[config.mk]
export PLATFORM = sky130hd
export DESIGN_NAME = traffic_phase_ctrl
export DESIGN_NICKNAME = d
export VERILOG_FILES = /design/src/rtl/traffic_pkg.sv /design/src/rtl/tick_gen.sv /design/src/rtl/traffic_phase_ctrl.sv
export SDC_FILE = /design/constraint.sdc
export NUM_CORES = 1
export LEC_CHECK = 0
export CORE_AREA = 2 2 105 66
export DETAILED_ROUTE_END_ITERATION = 16
export DIE_AREA = 0 0 107 68
export PLACE_DENSITY_LB_ADDON = 0.1
export RECOVER_POWER = 50
export SYNTH_ARGS = -nofsm -noshare
export SYNTH_HDL_FRONTEND = slang
export SYNTH_SLANG_ARGS = --single-unit
[constraint.sdc]
create_clock -name clk_100MHz -period 2.93 [get_ports clk_100MHz]
set_input_delay 0.4395 -clock clk_100MHz [delete_from_list [all_inputs] [get_ports clk_100MHz]]
set_output_delay 0.4395 -clock clk_100MHz [all_outputs]
set_load 0.05 [all_outputs]
[src/rtl/traffic_pkg.sv]
// Shared encodings for the intersection phase controller: phase codes, lamp patterns, timer width.
package traffic_pkg;

   localparam int unsigned SEC_W = 8;
   typedef logic [SEC_W-1:0] sec_t;

   typedef enum logic [2:0] {
      NS_GREEN  = 3'd0,
      NS_YELLOW = 3'd1,
      ALL_RED_1 = 3'd2,
      EW_GREEN  = 3'd3,
      EW_YELLOW = 3'd4,
      ALL_RED_2 = 3'd5,
      FLASH     = 3'd6
   } phase_e;

   // Lamp order is {red, yellow, green}
   localparam logic [2:0] RED = 3'b100;
   localparam logic [2:0] YEL = 3'b010;
   localparam logic [2:0] GRN = 3'b001;
   localparam logic [2:0] OFF = 3'b000;

endpackage

[src/rtl/tick_gen.sv]
// One-cycle enable pulse every TICK_DIV clocks; clr holds the count at zero and suppresses the pulse.
module tick_gen #(
   parameter int unsigned TICK_DIV = 100_000_000
) (
   input  logic clk_100MHz,
   input  logic rstn,
   input  logic clr,
   output logic tick
);

   localparam int unsigned CW = (TICK_DIV > 1) ? $clog2(TICK_DIV) : 1;
   localparam logic [CW-1:0] LAST = CW'(TICK_DIV - 1);

   logic [CW-1:0] cnt_q, cnt_d;

   always_comb begin
      tick  = 1'b0;
      cnt_d = cnt_q + CW'(1);
      if (clr) begin
         cnt_d = '0;
      end else if (cnt_q == LAST) begin
         tick  = 1'b1;
         cnt_d = '0;
      end
   end

   always_ff @(posedge clk_100MHz or negedge rstn) begin
      if (!rstn) cnt_q <= '0;
      else       cnt_q <= cnt_d;
   end

endmodule

[src/rtl/traffic_phase_ctrl.sv]
// Two-way intersection phase sequencer with pedestrian green truncation.
// Define TRAFFIC_NIGHT_FLASH_EN to add the night input and the flashing-yellow phase.
module traffic_phase_ctrl
   import traffic_pkg::*;
#(
   parameter int unsigned TICK_DIV    = 100_000_000,
   parameter int unsigned GREEN_S     = 20,
   parameter int unsigned YELLOW_S    = 3,
   parameter int unsigned ALLRED_S    = 1,
   parameter int unsigned MIN_GREEN_S = 5
) (
   input  logic       clk_100MHz,
   input  logic       rstn,
   input  logic       enable,
   input  logic       ped_req,
`ifdef TRAFFIC_NIGHT_FLASH_EN
   input  logic       night,
`endif
   output logic [2:0] ns_light,
   output logic [2:0] ew_light,
   output logic [2:0] phase,
   output logic [7:0] sec_left,
   output logic       ped_pending
);

   localparam sec_t GREEN  = sec_t'(GREEN_S);
   localparam sec_t YELLOW = sec_t'(YELLOW_S);
   localparam sec_t ALLRED = sec_t'(ALLRED_S);
   localparam sec_t MING   = sec_t'(MIN_GREEN_S);

   phase_e     phase_q, phase_d;
   sec_t       sec_q, sec_d;
   logic [2:0] ns_q, ns_d, ew_q, ew_d;
   logic       ped_q, ped_d;
   logic       tick;

   tick_gen #(
      .TICK_DIV (TICK_DIV)
   ) u_tick_gen (
      .clk_100MHz (clk_100MHz),
      .rstn       (rstn),
      .clr        (~enable),
      .tick       (tick)
   );

   always_comb begin
      phase_d = phase_q;
      sec_d   = sec_q;
      ns_d    = ns_q;
      ew_d    = ew_q;
      ped_d   = ped_q | ped_req;
      if (!enable) begin
         phase_d = ALL_RED_2;
         sec_d   = ALLRED;
         ns_d    = RED;
         ew_d    = RED;
      end else begin
         case (phase_q)
            NS_GREEN, EW_GREEN: begin
               // A pending or same-cycle request wins over the tick decrement
               if (ped_d && (sec_q > MING)) begin
                  sec_d = MING;
               end else if (tick) begin
                  if (sec_q <= sec_t'(1)) begin
                     sec_d = YELLOW;
                     ped_d = 1'b0;
                     if (phase_q == NS_GREEN) begin
                        phase_d = NS_YELLOW;
                        ns_d    = YEL;
                        ew_d    = RED;
                     end else begin
                        phase_d = EW_YELLOW;
                        ns_d    = RED;
                        ew_d    = YEL;
                     end
                  end else begin
                     sec_d = sec_q - sec_t'(1);
                  end
               end
            end
            NS_YELLOW, EW_YELLOW: begin
               if (tick) begin
                  if (sec_q <= sec_t'(1)) begin
                     sec_d = ALLRED;
                     ns_d  = RED;
                     ew_d  = RED;
                     if (phase_q == NS_YELLOW) phase_d = ALL_RED_1;
                     else                      phase_d = ALL_RED_2;
                  end else begin
                     sec_d = sec_q - sec_t'(1);
                  end
               end
            end
            ALL_RED_1, ALL_RED_2: begin
               if (tick) begin
                  if (sec_q <= sec_t'(1)) begin
                     sec_d = GREEN;
                     if (phase_q == ALL_RED_1) begin
                        phase_d = EW_GREEN;
                        ns_d    = RED;
                        ew_d    = GRN;
                     end else begin
                        phase_d = NS_GREEN;
                        ns_d    = GRN;
                        ew_d    = RED;
                     end
`ifdef TRAFFIC_NIGHT_FLASH_EN
                     if (night) begin
                        phase_d = FLASH;
                        sec_d   = '0;
                        ns_d    = YEL;
                        ew_d    = YEL;
                        ped_d   = 1'b0;
                     end
`endif
                  end else begin
                     sec_d = sec_q - sec_t'(1);
                  end
               end
            end
`ifdef TRAFFIC_NIGHT_FLASH_EN
            FLASH: begin
               sec_d = '0;
               ped_d = 1'b0;
               if (tick) begin
                  if (!night) begin
                     phase_d = ALL_RED_2;
                     sec_d   = ALLRED;
                     ns_d    = RED;
                     ew_d    = RED;
                  end else begin
                     ns_d = (ns_q == YEL) ? OFF : YEL;
                     ew_d = (ns_q == YEL) ? OFF : YEL;
                  end
               end
            end
`endif
            default: begin
               phase_d = ALL_RED_2;
               sec_d   = ALLRED;
               ns_d    = RED;
               ew_d    = RED;
            end
         endcase
      end
   end

   always_ff @(posedge clk_100MHz or negedge rstn) begin
      if (!rstn) begin
         phase_q <= ALL_RED_2;
         sec_q   <= ALLRED;
         ns_q    <= RED;
         ew_q    <= RED;
         ped_q   <= 1'b0;
      end else begin
         phase_q <= phase_d;
         sec_q   <= sec_d;
         ns_q    <= ns_d;
         ew_q    <= ew_d;
         ped_q   <= ped_d;
      end
   end

   assign ns_light    = ns_q;
   assign ew_light    = ew_q;
   assign phase       = phase_q;
   assign sec_left    = sec_q;
   assign ped_pending = ped_q;

endmodule

# ---- Yosys cells after proc, flatten, opt, wreduce, memory -nomap -nowiden
# Cells that the tools add are included.
# W data, S select, Z words.
dict set report op_classes {
  order_cmp 2
  add_sub_neg 2
  muxes 50
  shifts 0
  multipliers 0
  reduce_logical 7
  eq_ne 14
  bitwise_logic 1
  n_div 0
}
# operator n
set ops {}
lappend ops {{$mux W3} 28}
lappend ops {{$mux W8} 8}
lappend ops {{$mux W27} 2}
lappend ops {{$add A27 B1 Y27 const B} 1}
lappend ops {{$eq A27 B27 Y1 const B} 1}
lappend ops {{$pmux W3 S3} 3}
lappend ops {{$pmux W8 S3} 1}
lappend ops {{$ne A3 B3 Y1 const B} 7}
lappend ops {{$gt A8 B3 Y1 const B} 1}
lappend ops {{$le A8 B1 Y1 const B} 1}
lappend ops {{$sub A8 B1 Y8 const B} 1}
lappend ops {{$mux W1} 7}
lappend ops {{$reduce_and A7 Y1} 1}
lappend ops {{$eq A3 B2 Y1 const B} 2}
lappend ops {{$eq A3 B3 Y1 const B} 2}
lappend ops {{$reduce_or A2 Y1} 3}
lappend ops {{$ne A4 B4 Y1 const B} 1}
lappend ops {{$eq A3 B1 Y1 const B} 1}
lappend ops {{$logic_not A3 Y1} 1}
lappend ops {{$reduce_and A3 Y1} 1}
lappend ops {{$mux W2} 1}
lappend ops {{$logic_and A1 B1 Y1} 1}
lappend ops {{$or A1 B1 Y1} 1}
dict set report totals {
  mem_bits_ro 0
  latchBits 0
  mem_bits_rw 0
  elab_cells 82
  output_inout_bits 18
  memories 0
  ff_bits 45
}

# ---- Depth between registers and ports, before layout
dict set report logic_depth {
  depth_word 7
  depth_mapped 8
  mapped_depth_nobuf 7
}

# ---- Cells and area by module
# A second synthesis with hierarchy kept.
dict set report unflattened {
  hier_cells 288
  hier_area_um2 2637.5
}
# mod area_each_um2 instances cells_each
set modules_own_cells {}
lappend modules_own_cells {tick_gen 1524.0 1 155}
lappend modules_own_cells {traffic_phase_ctrl 1113.6 1 133}

# ---- Worst setup path after synthesis
# Ideal clock, no wire load.
dict set report synth_path {
  path_type {reg-to-reg}
  start {reg sec_q[4], in the netlist sec_left[4]}
  end {reg ew_q[0], in the netlist ew_light[0]}
  setup_time_ns 0.125
  stages_incl_launch_ff 6
  period_less_slack_ns 2.601
  setup_slack_ns 0.329
  arrival_ns 2.476
  path_cell_list {dfrtp_1 > or4_4 > or4_4 > nor4_4 > nor2_2 > mux2_4}
}
dict set report synth_between {
  elab_chain_len 4
  elab_cells_between_ends 8
  classes_between {2 x order compare; 4 x eq/ne; 2 x reduce/logical}
}
# item line_no
set synth_lines {}
lappend synth_lines {{start: declaration} traffic_phase_ctrl.sv:32} ;# sec_t sec_q, sec_d;
lappend synth_lines {{start signal: assignment} traffic_phase_ctrl.sv:151} ;# sec_q <= ALLRED;
lappend synth_lines {{start signal: assignment} traffic_phase_ctrl.sv:157} ;# sec_q <= sec_d;
lappend synth_lines {{$gt A8 B3 Y1} traffic_phase_ctrl.sv:61} ;# if (ped_d && (sec_q > MING)) begin
lappend synth_lines {{$logic_and A1 B1 Y1} traffic_phase_ctrl.sv:61}
lappend synth_lines {{$ne A3 B3 Y1 (no line)} --}
lappend synth_lines {{$reduce_and A7 Y1 (no line) (*)} --}
lappend synth_lines {{end signal: assignment} traffic_phase_ctrl.sv:159} ;# ew_q <= ew_d;
lappend synth_lines {{end: declaration} traffic_phase_ctrl.sv:33} ;# logic [2:0] ns_q, ns_d, ew_q, ew_d;
# Every way passes the cells marked *; elsewhere a longest branch is shown, timed or not.
# A chain may end at the register's enable or synchronous reset.

# ---- Worst setup path after layout
dict set report layout_path {
  start {reg sec_q[4], in the netlist sec_left[4]}
  end {reg ew_q[1], in the netlist ew_light[1]}
}
# The elaborated chain is that of the path after synthesis.

==> reports/results.ini <==
[synthesis]
synth-xor-area-share_pct=10.0
synth_top_family_by_area=simple AND/OR/NAND/NOR gates
synth-edff-count=0
synth_top_flop_cell=dfrtp_1
yosys_register_bits=45
syn_avg_cell_area_sq_um=9.65
yosys.area_share.simple_pct=26.3
yosys_warnings=0
synth_compound_area_share_pct=9.75
synth_nets=261
synthArstFlopShare_pct=100
synthMuxAreaShare_pct=3.27
ys_types=49
synth.cell_area_sq_mm=0.00245
yosys.area_share.adder_pct=1.53
synth_cells=254
yosysSeqAreaShare_pct=46.2

[route]
met2WireLength_mm=1.99
wl_per_cell_microns=14.9
wl_met1_mm=3.15
route.detailed.drc=0
wl_met3_microns=235
first_iter_violations=115
vias=1906
avgViaCountPerCell=5.19
first_pass_iters=5
top_layer=met4
wl_mm=5.46
ant_nets=0

[global_routing]
grt_usage_pct=16.7
grt_max_degree=46
grt_pass1_vias=1856
grt_pass1_wl_mm=9.31
gr-total-overflow=0
antenna_found_initial=0

[setup_path]
rr_startpoint=sec_left[4]
critPathCaptureType=flop
path_cells=or4_4 -> or4_4 -> nor4_4 -> nor2_2 -> mux2_4
crit_fanout=7
critPathMaxStageDelay_ps=610
arrival_ps=2600
required_ps=3120
cpMaxStageDelayCell=or4_4
crit_type=flop to flop
crit_path_start_kind=flop
critPathLaunch=sec_left[4]
crit_top_cell=or4_4

[timing]
drv_slew=0
tns_ps=0
hold_viol_final=0
worst_slack_ps=519
setup_viol=0
timing.final.crit_share_pct=82.3
rsz0062_at_grt=false
post-route-min-period_ps=2410
tightest_slew_ps=1140
max_freq_mhz=415
whs_ps=434
fin_skew_ps=5.42
slew_headroom_pct=24.2

[floorplan]
placementRows=23
coreArea_sq_mm=0.00642
die_y_microns=68
die_x_microns=107
fp.dieArea_sq_mm=0.00728
start_util_pct=38.2
pin_count=22

[layout]
regArea_sq_mm=0.00113
layout-drive-gt1-share_pct=11.8
finalInstanceArea_sq_mm=0.00287
n_antenna_cell=0
multi_input_area_sq_mm=0.00125
fillers=629
nNetsFinal=287
area_growth_syn_to_layout_pct=17.2

[placed_design]
placed_cell_area_sq_mm=0.00279
hpwl_mm=3.69
place_ws_ps=517
gp_congestion=0.800
portBuffers=21

[clock_network]
htree_levels=2
clk_pin_slew_worst_paths_ps=80
cts_tree=yes
post_cts_resize_count=0
ctsRootBufferMaster=clkbuf_8
clock_path_buffers=2
cts_buffers=5
clkLatencyLatePin_ps=300
holdBufCountCts=0
post_cts_buffers=0
cts_sinks=45

[outcome]
status=finished clean

[worst_hold_path]
holdCritPathClass=input pin to async pin

[pwr]
peakVddDrop_uv=371
p_leak_nw=1.23
power_mw=1.81
p_per_area_mw_per_mm2=632

[run]
cap_viol_max_count=0

final cells by class:
cell class	count	area share, %
well taps	87	3.79
repair buffers	30	9.41
flip-flops and latches	45	39.4
clock buffers	7	3.01
multi-input cells	191	43.4
inverters	7	0.915
registers in the layout, summed over array words and instances, names as in the netlist:
signal            flops
u_tick_gen.cnt_q     27
phase                 3
ns_light              3
sec_left              8
ped_pending           1
ew_light              3
worst max-delay path: cells and delay by family (launching register included):
kind | cells | cell delay [ps]
simple gates | 4 | 1500
mux | 1 | 320
flops | 1 | 460
cells by family after synthesis:
kind of cell	count (synthesis)
flops	45
simple gates	122
fa+ha+maj	3
xor+xnor	28
buf+inv	18
mux	6
compound gates	32
final timing paths:
check / end / slack (ps) / depth (start not counted)
setup / recovery: ew_light[1] / 520 / 5
setup reg to reg: ew_light[1] / 520 / 5
min in group clk_100MHz: u_tick_gen.cnt_q[0] / 490 / 1
hold reg to reg: u_tick_gen.cnt_q[0] / 490 / 1
hold / removal: sec_left[7] / 430 / 2
max in group asynchronous: ew_light[1] / 1810 / 2
power breakdown:
part           switching [mW]  internal [mW]
clock network           0.210          0.188
registers              0.0727          0.667
logic                   0.416          0.261
cells in the final DEF, fill, tap and decap left out, types with 4 or more instances in the layout:
cell / n
and3_1: 8
o21ai_0: 4
dfstp_2: 5
dfrtp_1: 40
dlygate4sd3_1: 8
mux2_4: 4
xnor2_1: 12
clkdlybuf4s50_1: 12
a211o_1: 4
buf_4: 8
nor4_1: 4
nand3_1: 19
xor2_1: 16
nand2_1: 12
nand4_1: 8
inv_1: 7
nor3_1: 8
nor2_1: 39
clkbuf_8: 6
Yosys cell counts (2+ instances only):
library cell / number / area share [%]
a21oi_1: 3 / 0.61
ha_1: 3 / 1.5
dfrtp_1: 40 / 41
nor2_1: 39 / 6.0
mux2i_1: 2 / 0.82
a21boi_0: 3 / 0.92
or4_4: 2 / 0.92
xor2_1: 16 / 5.7
mux2_4: 4 / 2.5
nor4_1: 4 / 1.0
buf_2: 3 / 0.61
inv_1: 7 / 1.1
o21ai_0: 4 / 0.82
clkbuf_1: 8 / 1.2
a211oi_1: 3 / 0.92
or3_1: 2 / 0.51
nor3_1: 8 / 1.6
nand3_1: 19 / 3.9
and3_1: 8 / 2.0
and2_1: 4 / 1.0
nand3b_1: 2 / 0.61
nand2b_1: 3 / 0.77
or2_2: 2 / 0.51
o2bb2ai_1: 2 / 0.71
nand4_1: 8 / 2.0
nand2_1: 12 / 1.8
a211o_1: 4 / 1.4
a2111oi_0: 2 / 0.71
a31oi_1: 2 / 0.51
xnor2_1: 12 / 4.3
dfstp_2: 5 / 5.4
layer usage:
metal,vias to the layer above,GRT usage [%]
li1,950,-
met1,901,26.3
met3,10,3.90
met2,45,21.2
met5,-,0
met4,0,6.66
metrics by stage:
stage                     utilization (%)  instances
after floorplan                         -        254
after global placement               43.4        360
after detailed placement             43.4        360
after CTS                            44.8        367
after global routing                 44.7        367
final                                44.7        367
(Power assumes the default switching activity.)
